$ cat config.mk
export PLATFORM = sky130hd
export DESIGN_NAME = mem_ctrl_flat
export DESIGN_NICKNAME = d
export VERILOG_FILES = /design/src/rtl/mem_ctrl_if.sv /design/src/rtl/mem_ctrl.sv /design/src/flat_wrapper.sv
export SDC_FILE = /design/constraint.sdc
export NUM_CORES = 1
export LEC_CHECK = 0
export BUFFER_PORTS_ARGS = -buffer_cell sky130_fd_sc_hd__buf_2
export CORE_AREA = 5 5 104 106
export DETAILED_ROUTE_END_ITERATION = 7
export DIE_AREA = 0 0 109 111
export PLACE_DENSITY = 0.56
export SLEW_MARGIN = 20
export SYNTH_ARGS = -nofsm -noshare
export SYNTH_HDL_FRONTEND = slang
export SYNTH_SLANG_ARGS = --single-unit
$ cat constraint.sdc
create_clock -name I_clk -period 1.87 [get_ports I_clk]
set_clock_uncertainty 0.15 [all_clocks]
set_input_delay 0.0935 -clock I_clk [delete_from_list [all_inputs] [get_ports I_clk]]
set_output_delay 0.0935 -clock I_clk [all_outputs]
set_load 0.02 [all_outputs]
$ cat src/rtl/mem_ctrl_if.sv
// Request/RAM bus of the memory access controller.
// master = control unit plus RAM side, slave = mem_ctrl.
interface mem_ctrl_if #(
  parameter int ADDR_WIDTH = 16,
  parameter int DATA_WIDTH = 16
);
  logic                  I_execute;
  logic                  I_we;
  logic [ADDR_WIDTH-1:0] I_addr;
  logic [DATA_WIDTH-1:0] I_data;
  logic                  O_ready;
  logic                  O_data_ready;
  logic [DATA_WIDTH-1:0] O_data;
  logic                  O_overrun;
  logic                  O_ram_en;
  logic                  O_ram_we;
  logic [ADDR_WIDTH-1:0] O_ram_addr;
  logic [DATA_WIDTH-1:0] O_ram_wdata;
  logic [DATA_WIDTH-1:0] I_ram_rdata;

  modport master (
    output I_execute, I_we, I_addr, I_data, I_ram_rdata,
    input  O_ready, O_data_ready, O_data, O_overrun,
           O_ram_en, O_ram_we, O_ram_addr, O_ram_wdata
  );

  modport slave (
    input  I_execute, I_we, I_addr, I_data, I_ram_rdata,
    output O_ready, O_data_ready, O_data, O_overrun,
           O_ram_en, O_ram_we, O_ram_addr, O_ram_wdata
  );
endinterface

$ cat src/rtl/mem_ctrl.sv
// Memory access controller: edge-triggered requests from the control unit,
// one-cycle RAM strobe, WAIT_STATES extra cycles, ready/data-ready handshake.
module mem_ctrl #(
  parameter int ADDR_WIDTH  = 16,
  parameter int DATA_WIDTH  = 16,
  parameter int WAIT_STATES = 0
) (
  input  logic       I_clk,
  input  logic       I_reset,
  mem_ctrl_if.slave  bus
);

  typedef enum logic [1:0] {
    S_IDLE,
    S_ACCESS,
    S_WAIT
  } state_t;

  state_t                state, state_nx;
  logic                  execute_q;
  logic                  req;
  logic                  done;
  logic                  op_we;
  logic [3:0]            counter;
  logic                  ram_en_q;
  logic                  ram_we_q;
  logic [ADDR_WIDTH-1:0] ram_addr_q;
  logic [DATA_WIDTH-1:0] ram_wdata_q;
  logic [DATA_WIDTH-1:0] data_q;
  logic                  data_ready_q;
  logic                  overrun_q;

  assign req  = bus.I_execute & ~execute_q;
  assign done = (state == S_WAIT) && (counter == '0);

  always_comb begin
    state_nx = state;
    case (state)
      S_IDLE:   if (req) state_nx = S_ACCESS;
      S_ACCESS: state_nx = S_WAIT;
      S_WAIT:   if (counter == '0) state_nx = S_IDLE;
      default:  state_nx = S_IDLE;
    endcase
  end

  always_ff @(posedge I_clk or negedge I_reset) begin
    if (!I_reset) state <= S_IDLE;
    else          state <= state_nx;
  end

  // ram_we is kept separately in op_we because the strobe drops after
  // the access cycle, but completion still needs to know read vs write.
  always_ff @(posedge I_clk or negedge I_reset) begin
    if (!I_reset) begin
      execute_q    <= 1'b0;
      op_we        <= 1'b0;
      counter      <= '0;
      ram_en_q     <= 1'b0;
      ram_we_q     <= 1'b0;
      ram_addr_q   <= '0;
      ram_wdata_q  <= '0;
      data_q       <= '0;
      data_ready_q <= 1'b0;
      overrun_q    <= 1'b0;
    end else begin
      execute_q    <= bus.I_execute;
      data_ready_q <= 1'b0;
      if (req && (state != S_IDLE)) overrun_q <= 1'b1;
      case (state)
        S_IDLE: begin
          if (req) begin
            op_we       <= bus.I_we;
            ram_en_q    <= 1'b1;
            ram_we_q    <= bus.I_we;
            ram_addr_q  <= bus.I_addr;
            ram_wdata_q <= bus.I_data;
            counter     <= 4'(WAIT_STATES);
          end
        end
        S_ACCESS: begin
          ram_en_q <= 1'b0;
          ram_we_q <= 1'b0;
        end
        S_WAIT: begin
          if (counter != '0) begin
            counter <= counter - 4'd1;
          end else if (!op_we) begin
            data_q       <= bus.I_ram_rdata;
            data_ready_q <= 1'b1;
          end
        end
        default: ;
      endcase
    end
  end

  assign bus.O_ready      = (state == S_IDLE);
  assign bus.O_data_ready = data_ready_q;
  assign bus.O_data       = data_q;
  assign bus.O_overrun    = overrun_q;
  assign bus.O_ram_en     = ram_en_q;
  assign bus.O_ram_we     = ram_we_q;
  assign bus.O_ram_addr   = ram_addr_q;
  assign bus.O_ram_wdata  = ram_wdata_q;

  // done is only used to keep the completion condition readable in waves
  logic unused_done;
  assign unused_done = done;

endmodule

$ cat src/flat_wrapper.sv
// flat-port wrapper written by rule: the top's interface ports become plain ports
module mem_ctrl_flat 
#(
  parameter int ADDR_WIDTH  = 16,
  parameter int DATA_WIDTH  = 16,
  parameter int WAIT_STATES = 0
)
  (I_clk, I_reset, bus_I_execute, bus_I_we, bus_I_addr, bus_I_data, bus_I_ram_rdata, bus_O_ready, bus_O_data_ready, bus_O_data, bus_O_overrun, bus_O_ram_en, bus_O_ram_we, bus_O_ram_addr, bus_O_ram_wdata);
  mem_ctrl_if #(.ADDR_WIDTH(ADDR_WIDTH), .DATA_WIDTH(DATA_WIDTH)) bus_i ();
  input  logic I_clk;
  input  logic I_reset;
  input wire logic [$bits(bus_i.I_execute)-1:0] bus_I_execute;
  input wire logic [$bits(bus_i.I_we)-1:0] bus_I_we;
  input wire logic [$bits(bus_i.I_addr)-1:0] bus_I_addr;
  input wire logic [$bits(bus_i.I_data)-1:0] bus_I_data;
  input wire logic [$bits(bus_i.I_ram_rdata)-1:0] bus_I_ram_rdata;
  output wire logic [$bits(bus_i.O_ready)-1:0] bus_O_ready;
  output wire logic [$bits(bus_i.O_data_ready)-1:0] bus_O_data_ready;
  output wire logic [$bits(bus_i.O_data)-1:0] bus_O_data;
  output wire logic [$bits(bus_i.O_overrun)-1:0] bus_O_overrun;
  output wire logic [$bits(bus_i.O_ram_en)-1:0] bus_O_ram_en;
  output wire logic [$bits(bus_i.O_ram_we)-1:0] bus_O_ram_we;
  output wire logic [$bits(bus_i.O_ram_addr)-1:0] bus_O_ram_addr;
  output wire logic [$bits(bus_i.O_ram_wdata)-1:0] bus_O_ram_wdata;
  assign bus_i.I_execute = bus_I_execute;
  assign bus_i.I_we = bus_I_we;
  assign bus_i.I_addr = bus_I_addr;
  assign bus_i.I_data = bus_I_data;
  assign bus_i.I_ram_rdata = bus_I_ram_rdata;
  assign bus_O_ready = bus_i.O_ready;
  assign bus_O_data_ready = bus_i.O_data_ready;
  assign bus_O_data = bus_i.O_data;
  assign bus_O_overrun = bus_i.O_overrun;
  assign bus_O_ram_en = bus_i.O_ram_en;
  assign bus_O_ram_we = bus_i.O_ram_we;
  assign bus_O_ram_addr = bus_i.O_ram_addr;
  assign bus_O_ram_wdata = bus_i.O_ram_wdata;
  mem_ctrl #(.ADDR_WIDTH(ADDR_WIDTH), .DATA_WIDTH(DATA_WIDTH), .WAIT_STATES(WAIT_STATES)) u_core (.I_clk(I_clk), .I_reset(I_reset), .bus(bus_i));
endmodule
==> results of run 1 <==
==> metrics by stage <==
step,instances,cell area (sq um)
6_report,458,3901
5_1_grt,458,3901
4_1_cts,457,3881
3_5_place_dp,389,3102
3_3_place_gp,389,3102
2_1_floorplan,150,2375
==> timing repair <==
action,in CTS,in global routing
setup endpoints to repair,16,40
hold buffers,51,0
endpoints found under the hold margin,112,0
cloned,1,1
resized for setup,2,2
==> layout make-up <==
type / count / share of cell area [%]
flip-flops and latches: 60 / 38.49
repair buffers: 163 / 28.61
multi-input cells: 81 / 21.74
well taps: 133 / 4.266
clock buffers: 12 / 3.977
clock inverters: 4 / 2.437
inverters: 5 / 0.4811
==> Yosys cell counts <==
cell type	number	area share, %
buf_12	1	0.85
nor2_1	3	0.48
o21a_1	1	0.32
nand2_1	4	0.64
mux2_4	9	5.7
nand3_1	1	0.21
nor3_1	2	0.42
buf_6	1	0.48
o21bai_1	2	0.64
a21o_1	1	0.32
o21ai_0	2	0.42
nand3b_1	1	0.32
buf_2	4	0.85
nor4b_1	1	0.37
or2b_1	1	0.32
ha_1	1	0.53
mux2_2	40	19
or4_4	1	0.48
mux2i_1	2	0.85
o2bb2ai_1	1	0.37
a22o_1	1	0.37
dfrtp_1	60	64
inv_1	5	0.79
nand2b_4	1	0.58
nand2b_1	4	1.1
==> per-layer routing <==
layer | GRT usage [%] | vias up | wire length [microns]
met1 | 13.03 | 937 | 2619
met5 | 0 | - | 0
met2 | 17.61 | 71 | 3156
met4 | 4.798 | 0 | 101
li1 | - | 864 | -
met3 | 4.019 | 9 | 463
==> logic make-up after synthesis <==
group	Yosys count	share of synthesized area, %
AO/OA/AOI/OAI	8	2.437
adder cells (fa/ha/maj)	1	0.5296
buffers and inverters	11	2.966
flip-flops	60	63.56
multiplexers	51	25.64
AND/OR/NAND/NOR	19	4.872
==> sequential cells by signal, indices dropped and copies added (netlist names) <==
name,flops
u_core.counter,4
u_core.bus.O_data,16
u_core.op_we,1
u_core.bus.O_overrun,1
u_core.state,2
u_core.bus.O_ram_we,1
u_core.bus.O_ram_wdata,16
u_core.bus.O_ram_en,1
u_core.bus.O_ram_addr,16
u_core.bus.O_data_ready,1
u_core.execute_q,1
==> critical path, stage by stage (launching register included) <==
cell and delay (ns):
dfrtp_1 0.39, inv_2 0.09, ha_4 0.15, nand2b_4 0.08, or4_4 0.51, mux2_4 0.33
==> worst max path at each step <==
| stage | to | slack [ns] | depth (start not counted) |
|---|---|---|---|
| finish | u_core.bus.O_data[5] | 0.06 | 5 |
| global route | u_core.bus.O_data[9] | -0.005 | 5 |
| CTS | u_core.bus.O_ram_addr[13] | 0.003 | 3 |
| detailed placement | u_core.bus.O_data[5] | -0.02 | 5 |
| global placement | u_core.bus.O_data[10] | 0.02 | 5 |
| floorplan | u_core.bus.O_data[10] | -0.02 | 7 |
==> report_power, final <==
group          switching [W]  internal [W]  leakage (nW)
Combinational        0.00142       0.00124          1.03
Clock               0.000511      0.000957         0.127
Sequential          0.000340       0.00191         0.709
Total                0.00227       0.00411          1.87
==> results.sh, run 1 <==
export IMPL_root_buffer="clkbuf_8"
export IMPL_fin_tns_setup_ns=0
export IMPL_synth_warnings=0
export IMPL_routed_via_density=4.107
export IMPL_totalWireLength_mm=6.341
export IMPL_synth_avg_cell_area_sq_um=15.75
export IMPL_ys_ff_latch=60
export IMPL_status="finished, final reports clean"
export IMPL_hold_viol=0
export IMPL_grt_pass1_vias=2093
export IMPL_clk_path_buf_depth=2
export IMPL_setup_viol=0
export IMPL_min_period_ns=1.813
export IMPL_crit_fanout=5
export IMPL_p_leak_nw=1.866
export IMPL_io_buffers=104
export IMPL_clock_sinks=60
export IMPL_dieArea_sq_um=12100
export IMPL_arrival_ns=1.88
export IMPL_hold_class="input port to asynchronous set/reset pin"
export IMPL_max_slew_margin_pct=77.88
export IMPL_endpoint_kind="flip-flop"
export IMPL_syn_area_sq_um=2362
export IMPL_power_density_nw_per_um2=1636
export IMPL_worst_slew_pin_slew_ns=0.3318
export IMPL_setup_ws_ns=0.05665
export IMPL_die_h_microns=111
export IMPL_fill_cells=899
export IMPL_fin_hold_ws_ns=0.1604
export IMPL_clk_pin_slew_ns=0.07
export IMPL_grt_setup_unrepaired="true"
export IMPL_overflow=0
export IMPL_initial_core_util_pct=24.39
export IMPL_place_hpwl_mm=3.833
export IMPL_routabilityCongestion=0.6907
export IMPL_grt_pass1_wl_mm=10.29
export IMPL_num_antenna_cells=0
export IMPL_drive_gt1_share_pct=56.92
export IMPL_ir_worst_vdd_mv=0.6946
export IMPL_synth_fp_nets=203
export IMPL_grt_util_all_layers_pct=10.98
export IMPL_dieWidth_microns=109
export IMPL_worstSetupStartpoint="u_core.counter[0]"
export IMPL_final_common_cell="buf_2"
export IMPL_max_clock_freq_ghz=0.5515
export IMPL_r2r_start="u_core.counter[0]"
export IMPL_period_share_pct=96.97
export IMPL_drv_slew=0
export IMPL_reg2reg_to="u_core.bus.O_data[5]"
export IMPL_htree_levels=3
export IMPL_syn_instance_count=150
export IMPL_multi_input_area_sq_um=848.3
export IMPL_r2r_worst_path_cells=5
export IMPL_synth_seq_area_share_pct=63.56
export IMPL_p_total_w=0.006383
export IMPL_drt_first_pass_iters=4
export IMPL_antenna_found_initial=0
export IMPL_cts_tree="done"
export IMPL_synthToLayoutAreaGrowth_pct=65.15
export IMPL_num_vias=1881
export IMPL_ff_latch_area_sq_um=1501
export IMPL_wl_per_cell_microns=13.84
export IMPL_rows=36
export IMPL_yosysUniqueCellTypes=25
export IMPL_cap_violations=0
export IMPL_clock_latency_ns=0.33
export IMPL_drcViolationCount=0
export IMPL_io_pins=105
export IMPL_final_nets=373
export IMPL_coreArea_sq_um=9684
export IMPL_pre_cts_ws_ns=-0.02187
export IMPL_utilization_pct=40.28
export IMPL_grt_max_degree=61
export IMPL_cp_required_ns=1.94
export IMPL_drt_iter0_markers=55
export IMPL_numCtsBuffers=9
export IMPL_start_kind="flip-flop"
export IMPL_drtAntennaViolNets=0
export IMPL_ff2ff_setup_slack_ns=0.06
export IMPL_final_cell_mix="buf_2 (104), dfrtp_1 (60), dlygate4sd3_1 (51)"
export IMPL_cts_setup_buffers=0
export IMPL_crit_type="flip-flop to flip-flop"
(Power assumes the default switching activity.)
==> run 2: changes to the inputs <==
Settings changed: CORE_AREA 5 5 104 106 to 5 5 89 91, DIE_AREA 0 0 109 111 to 0 0 94 96, PLACE_DENSITY 0.56 to 0.71.
==> results.sh, run 2 (same netlist as run 1, synthesis figures left out) <==
export IMPL_dp_cells=355
export IMPL_dieArea_sq_um=9024
export IMPL_crit_fanout=9
export IMPL_fin_tns_setup_ns=0
export IMPL_drv_slew=0
export IMPL_clk_pin_slew_ns=0.06
export IMPL_drive_gt1_share_pct=57.01
export IMPL_io_buffers=104
export IMPL_num_antenna_cells=0
export IMPL_utilization_pct=53.01
export IMPL_endpoint_kind="flip-flop"
export IMPL_status="finished, final reports clean"
export IMPL_clock_latency_ns=0.32
export IMPL_max_clock_freq_ghz=0.5439
export IMPL_start_kind="flip-flop"
export IMPL_cts_setup_buffers=0
export IMPL_grt_pass1_vias=2100
export IMPL_routed_via_density=4.388
export IMPL_worst_slew_pin_slew_ns=0.3251
export IMPL_cap_violations=0
export IMPL_max_slew_margin_pct=78.33
export IMPL_slowest_stage="or4_4"
export IMPL_setup_ws_ns=0.03128
export IMPL_pre_cts_ws_ns=-0.005878
export IMPL_power_density_nw_per_um2=1559
export IMPL_wl_per_cell_microns=14.69
export IMPL_dieWidth_microns=94
export IMPL_hold_viol=0
export IMPL_antenna_found_initial=0
export IMPL_arrival_ns=1.89
export IMPL_final_common_cell="buf_2"
export IMPL_drt_first_pass_iters=4
export IMPL_clk_path_buf_depth=2
export IMPL_critPathBufInv=1
export IMPL_rows=31
export IMPL_hold_class="input port to asynchronous set/reset pin"
export IMPL_min_period_ns=1.839
export IMPL_grt_max_degree=61
export IMPL_overflow=0
export IMPL_totalWireLength_mm=6.169
export IMPL_drtAntennaViolNets=0
export IMPL_cp_cell_sequence="inv_2, ha_4, nand2b_4, or4_4, mux2_4"
export IMPL_io_pins=105
export IMPL_grt_util_all_layers_pct=14.20
export IMPL_grt_pass1_wl_mm=9.894
export IMPL_num_vias=1843
export IMPL_routabilityCongestion=0.6759
export IMPL_numCtsBuffers=9
export IMPL_fill_cells=621
export IMPL_initial_core_util_pct=33.46
export IMPL_final_cells=420
export IMPL_final_nets=372
export IMPL_die_h_microns=96
export IMPL_place_hpwl_mm=3.615
export IMPL_p_leak_nw=1.816
export IMPL_clock_sinks=60
export IMPL_critPathMaxStageDelay_ns=0.54
export IMPL_fin_hold_ws_ns=0.1536
export IMPL_cp_required_ns=1.92
export IMPL_coreArea_sq_um=7059
export IMPL_crit_type="flip-flop to flip-flop"
export IMPL_ir_worst_vdd_mv=0.6852
export IMPL_path_delay_family="simple AND/OR/NAND/NOR gates"
export IMPL_drcViolationCount=0
export IMPL_htree_levels=3
export IMPL_cts_tree="done"
export IMPL_grt_setup_unrepaired="true"
export IMPL_drt_iter0_markers=37
export IMPL_setup_viol=0
export IMPL_synthToLayoutAreaGrowth_pct=58.42
export IMPL_root_buffer="clkbuf_8"
export IMPL_period_share_pct=98.33
export IMPL_final_cell_mix="buf_2 (104), dfrtp_1 (59), dlygate4sd3_1 (51)"
run 2: final timing paths:
check | startpoint | endpoint | slack [ns] | cells past startpoint
setup / recovery | u_core.counter[0] | u_core.bus.O_data[6] | 0.03 | 5
hold / removal | I_reset | u_core.bus.O_data[3] | 0.15 | 3
setup reg to reg | u_core.counter[0] | u_core.bus.O_data[6] | 0.03 | 5
hold reg to reg | u_core.bus.O_overrun | u_core.bus.O_overrun | 0.33 | 1
max in group asynchronous | I_reset | u_core.state[0] | 1.14 | 3
min in group I_clk | bus_I_execute | u_core.execute_q | 0.32 | 2
run 2: power by group:
group / internal (W) / leakage (nW) / switching (W)
Sequential: 0.00192 / 0.707 / 0.000348
Clock: 0.000448 / 0.0803 / 0.000459
Combinational: 0.00124 / 1.03 / 0.00142
run 2: what timing repair did:
| action | CTS | global route |
|---|---|---|
| hold buffers | 51 | 0 |
| setup endpoints to repair | 9 | 48 |
| hold endpoints to repair | 111 | 0 |
| gates resized for setup | 0 | 4 |
| pin swaps | 0 | 0 |
| gates cloned | 0 | 1 |
run 2: per-stage QoR:
step,cell area [sq um],total power [W]
floorplan,2375,0.003906
global placement,3059,0.004732
detailed placement,3059,0.004814
CTS,3714,0.005840
global route,3742,0.006200
finish,3742,0.005835
run 2: layer usage:
layer | vias to the layer above | part of all wire, % | track usage, %
li1 | 856 | - | -
met1 | 906 | 40 | 16.44
met2 | 70 | 51 | 24.72
met3 | 11 | 7.2 | 4.066
met4 | 0 | 1.4 | 5.776
met5 | - | 0 | 0
run 2: area by class of cell:
type	count	area, sq um	area share, %
timing repair buffer	163	1116	29.82
inverter	5	18.77	0.5015
clock inverter	4	20.02	0.5349
multi-input combinational	80	837.1	22.37
tap	99	123.9	3.310
sequential	60	1503	40.15
clock buffer	9	123.9	3.310
run 2: worst reg2reg max path, delay by kind of cell, from the launching register on:
kind                     cells  cell delay (ns)
flip-flops                   1             0.39
buffers and inverters        1             0.09
adder cells (fa/ha/maj)      1             0.15
multiplexers                 1             0.34
AND/OR/NAND/NOR              2             0.60
==> run 3: changes to the inputs <==
Settings changed: CORE_AREA 5 5 89 91 to 5 5 100 102, DIE_AREA 0 0 94 96 to 0 0 105 107, PLACE_DENSITY 0.71 to 0.6.
==> results.sh, run 3 (same netlist as run 1, synthesis figures left out) <==
export IMPL_clk_pin_slew_ns=0.07
export IMPL_max_slew_margin_pct=78.17
export IMPL_worst_slew_pin_slew_ns=0.3275
export IMPL_io_buffers=104
export IMPL_start_kind="flip-flop"
export IMPL_drtAntennaViolNets=0
export IMPL_drcViolationCount=0
export IMPL_antenna_found_initial=0
export IMPL_seqPwrFrac_pct=38.1
export IMPL_place_hpwl_mm=3.727
export IMPL_p_leak_nw=1.829
export IMPL_net_switching_power_w=0.002259
export IMPL_drv_slew=0
export IMPL_slowest_stage="or4_4"
export IMPL_postPlaceCellArea_sq_um=3074
export IMPL_status="finished, final reports clean"
export IMPL_coreArea_sq_um=9021
export IMPL_grt_util_all_layers_pct=11.52
export IMPL_grt_pass1_wl_mm=10.17
export IMPL_numCtsBuffers=9
export IMPL_routed_via_density=4.234
export IMPL_clk_path_buf_depth=2
export IMPL_hold_class="input port to asynchronous set/reset pin"
export IMPL_period_share_pct=96.12
export IMPL_wl_per_cell_microns=14.50
export IMPL_critPathMaxStageDelay_ns=0.57
export IMPL_power_density_nw_per_um2=1572
export IMPL_final_area_sq_um=3792
export IMPL_grt_setup_unrepaired="false"
export IMPL_htree_levels=3
export IMPL_cp_required_ns=1.94
export IMPL_grt_max_degree=61
export IMPL_grt_pass1_vias=2087
export IMPL_final_nets=373
export IMPL_dieArea_sq_um=11240
export IMPL_rows=35
export IMPL_num_antenna_cells=0
export IMPL_drt_first_pass_iters=4
export IMPL_p_total_w=0.005961
export IMPL_p_clk_share_pct=17.2
export IMPL_die_h_microns=107
export IMPL_drt_iter0_markers=46
export IMPL_cp_cell_sequence="nand2b_4, or4_4, mux2_4"
export IMPL_crit_type="flip-flop to flip-flop"
export IMPL_ir_worst_vdd_mv=0.7069
export IMPL_cts_tree="done"
export IMPL_arrival_ns=1.86
export IMPL_drive_gt1_share_pct=56.48
export IMPL_p_int_w=0.003702
export IMPL_final_common_cell="buf_2"
export IMPL_crit_fanout=5
export IMPL_initial_core_util_pct=26.19
export IMPL_synthToLayoutAreaGrowth_pct=60.54
export IMPL_totalWireLength_mm=6.308
export IMPL_io_pins=105
export IMPL_endpoint_kind="flip-flop"
export IMPL_hold_viol=0
export IMPL_dieWidth_microns=105
export IMPL_final_cell_mix="buf_2 (104), dfrtp_1 (60), dlygate4sd3_1 (51)"
export IMPL_clock_sinks=60
export IMPL_min_period_ns=1.797
export IMPL_max_clock_freq_ghz=0.5563
export IMPL_num_vias=1842
export IMPL_overflow=0
export IMPL_clock_latency_ns=0.33
export IMPL_cts_setup_buffers=0
export IMPL_cap_violations=0
export IMPL_setup_viol=0
export IMPL_swShare_pct=37.89
export IMPL_combPwrFrac_pct=44.7
export IMPL_root_buffer="clkbuf_8"
export IMPL_routabilityCongestion=0.6913
run 3: cell types whose count changed in the layout (fill, tap and decap cells not counted), sizes merged:
cell,previous run,this run
clkbuf,9,13
clkinv,4,2
or4,2,3
run 3: stage by stage:
stage	setup TNS (ns)	instances	util, %	hold slack, ns	setup WS (ns)
floorplan	-0.2076	150	-	-0.3521	-0.02307
global placement	0	367	34.08	-0.02309	0.01894
CTS	0	434	41.82	0.1506	0.02118
finish	0	435	42.04	0.1406	0.07255
global route	0	435	42.04	0.1972	0.02152
detailed placement	-0.008461	367	34.08	-0.02301	-0.005726
run 3: worst paths after layout:
check / slack, ns / to / start / cells past startpoint
max: 0.07 / u_core.bus.O_data[9] / u_core.state[0] / 3
max reg2reg: 0.07 / u_core.bus.O_data[9] / u_core.state[0] / 3
min in group I_clk: 0.29 / u_core.execute_q / bus_I_execute / 2
min reg2reg: 0.34 / u_core.bus.O_overrun / u_core.bus.O_overrun / 1
min: 0.14 / u_core.bus.O_data[3] / I_reset / 3
max in group asynchronous: 1.15 / u_core.bus.O_ram_wdata[1] / I_reset / 3
run 3: area by class of cell:
type                            instances  area (sq um)
Inverter                                5         18.77
Tap cell                              111         138.9
Timing Repair Buffer                  163          1116
Clock inverter                          2         10.01
Fill cell                             851          5229
Multi-Input combinational cell         81         848.3
Clock buffer                           13         158.9
Sequential cell                        60          1501
run 3: critical path: cells and delay by family, from the launching register on:
family | cells | cell delay, ns
simple gates | 2 | 0.77
mux | 1 | 0.33
flops | 1 | 0.44
run 3: repair_timing:
action	in CTS	in global routing
gates cloned	1	1
hold buffers	51	0
endpoints found under the setup margin	11	10
gates resized for setup	2	2
endpoints found under the hold margin	112	0
run 3: power by group through the flow:
| stage | sequential [W] | combinational, W | clock, W |
|---|---|---|---|
| CTS | 0.00226 | 0.00267 | 0.00108 |
| finish | 0.00227 | 0.00266 | 0.00102 |
| floorplan | 0.00295 | 0.000958 | 0 |
| global route | 0.00235 | 0.00286 | 0.00115 |
| global placement | 0.00224 | 0.00252 | 0 |
| detailed placement | 0.00225 | 0.00256 | 0 |
run 3: routing by layer:
metal  GRT usage (%)  wire, microns  up-vias
met3           4.937            467       13
met2           19.65           3261       77
li1                -              -      870
met5               0              0        -
met4           4.201            118        0
met1           12.77           2460      882
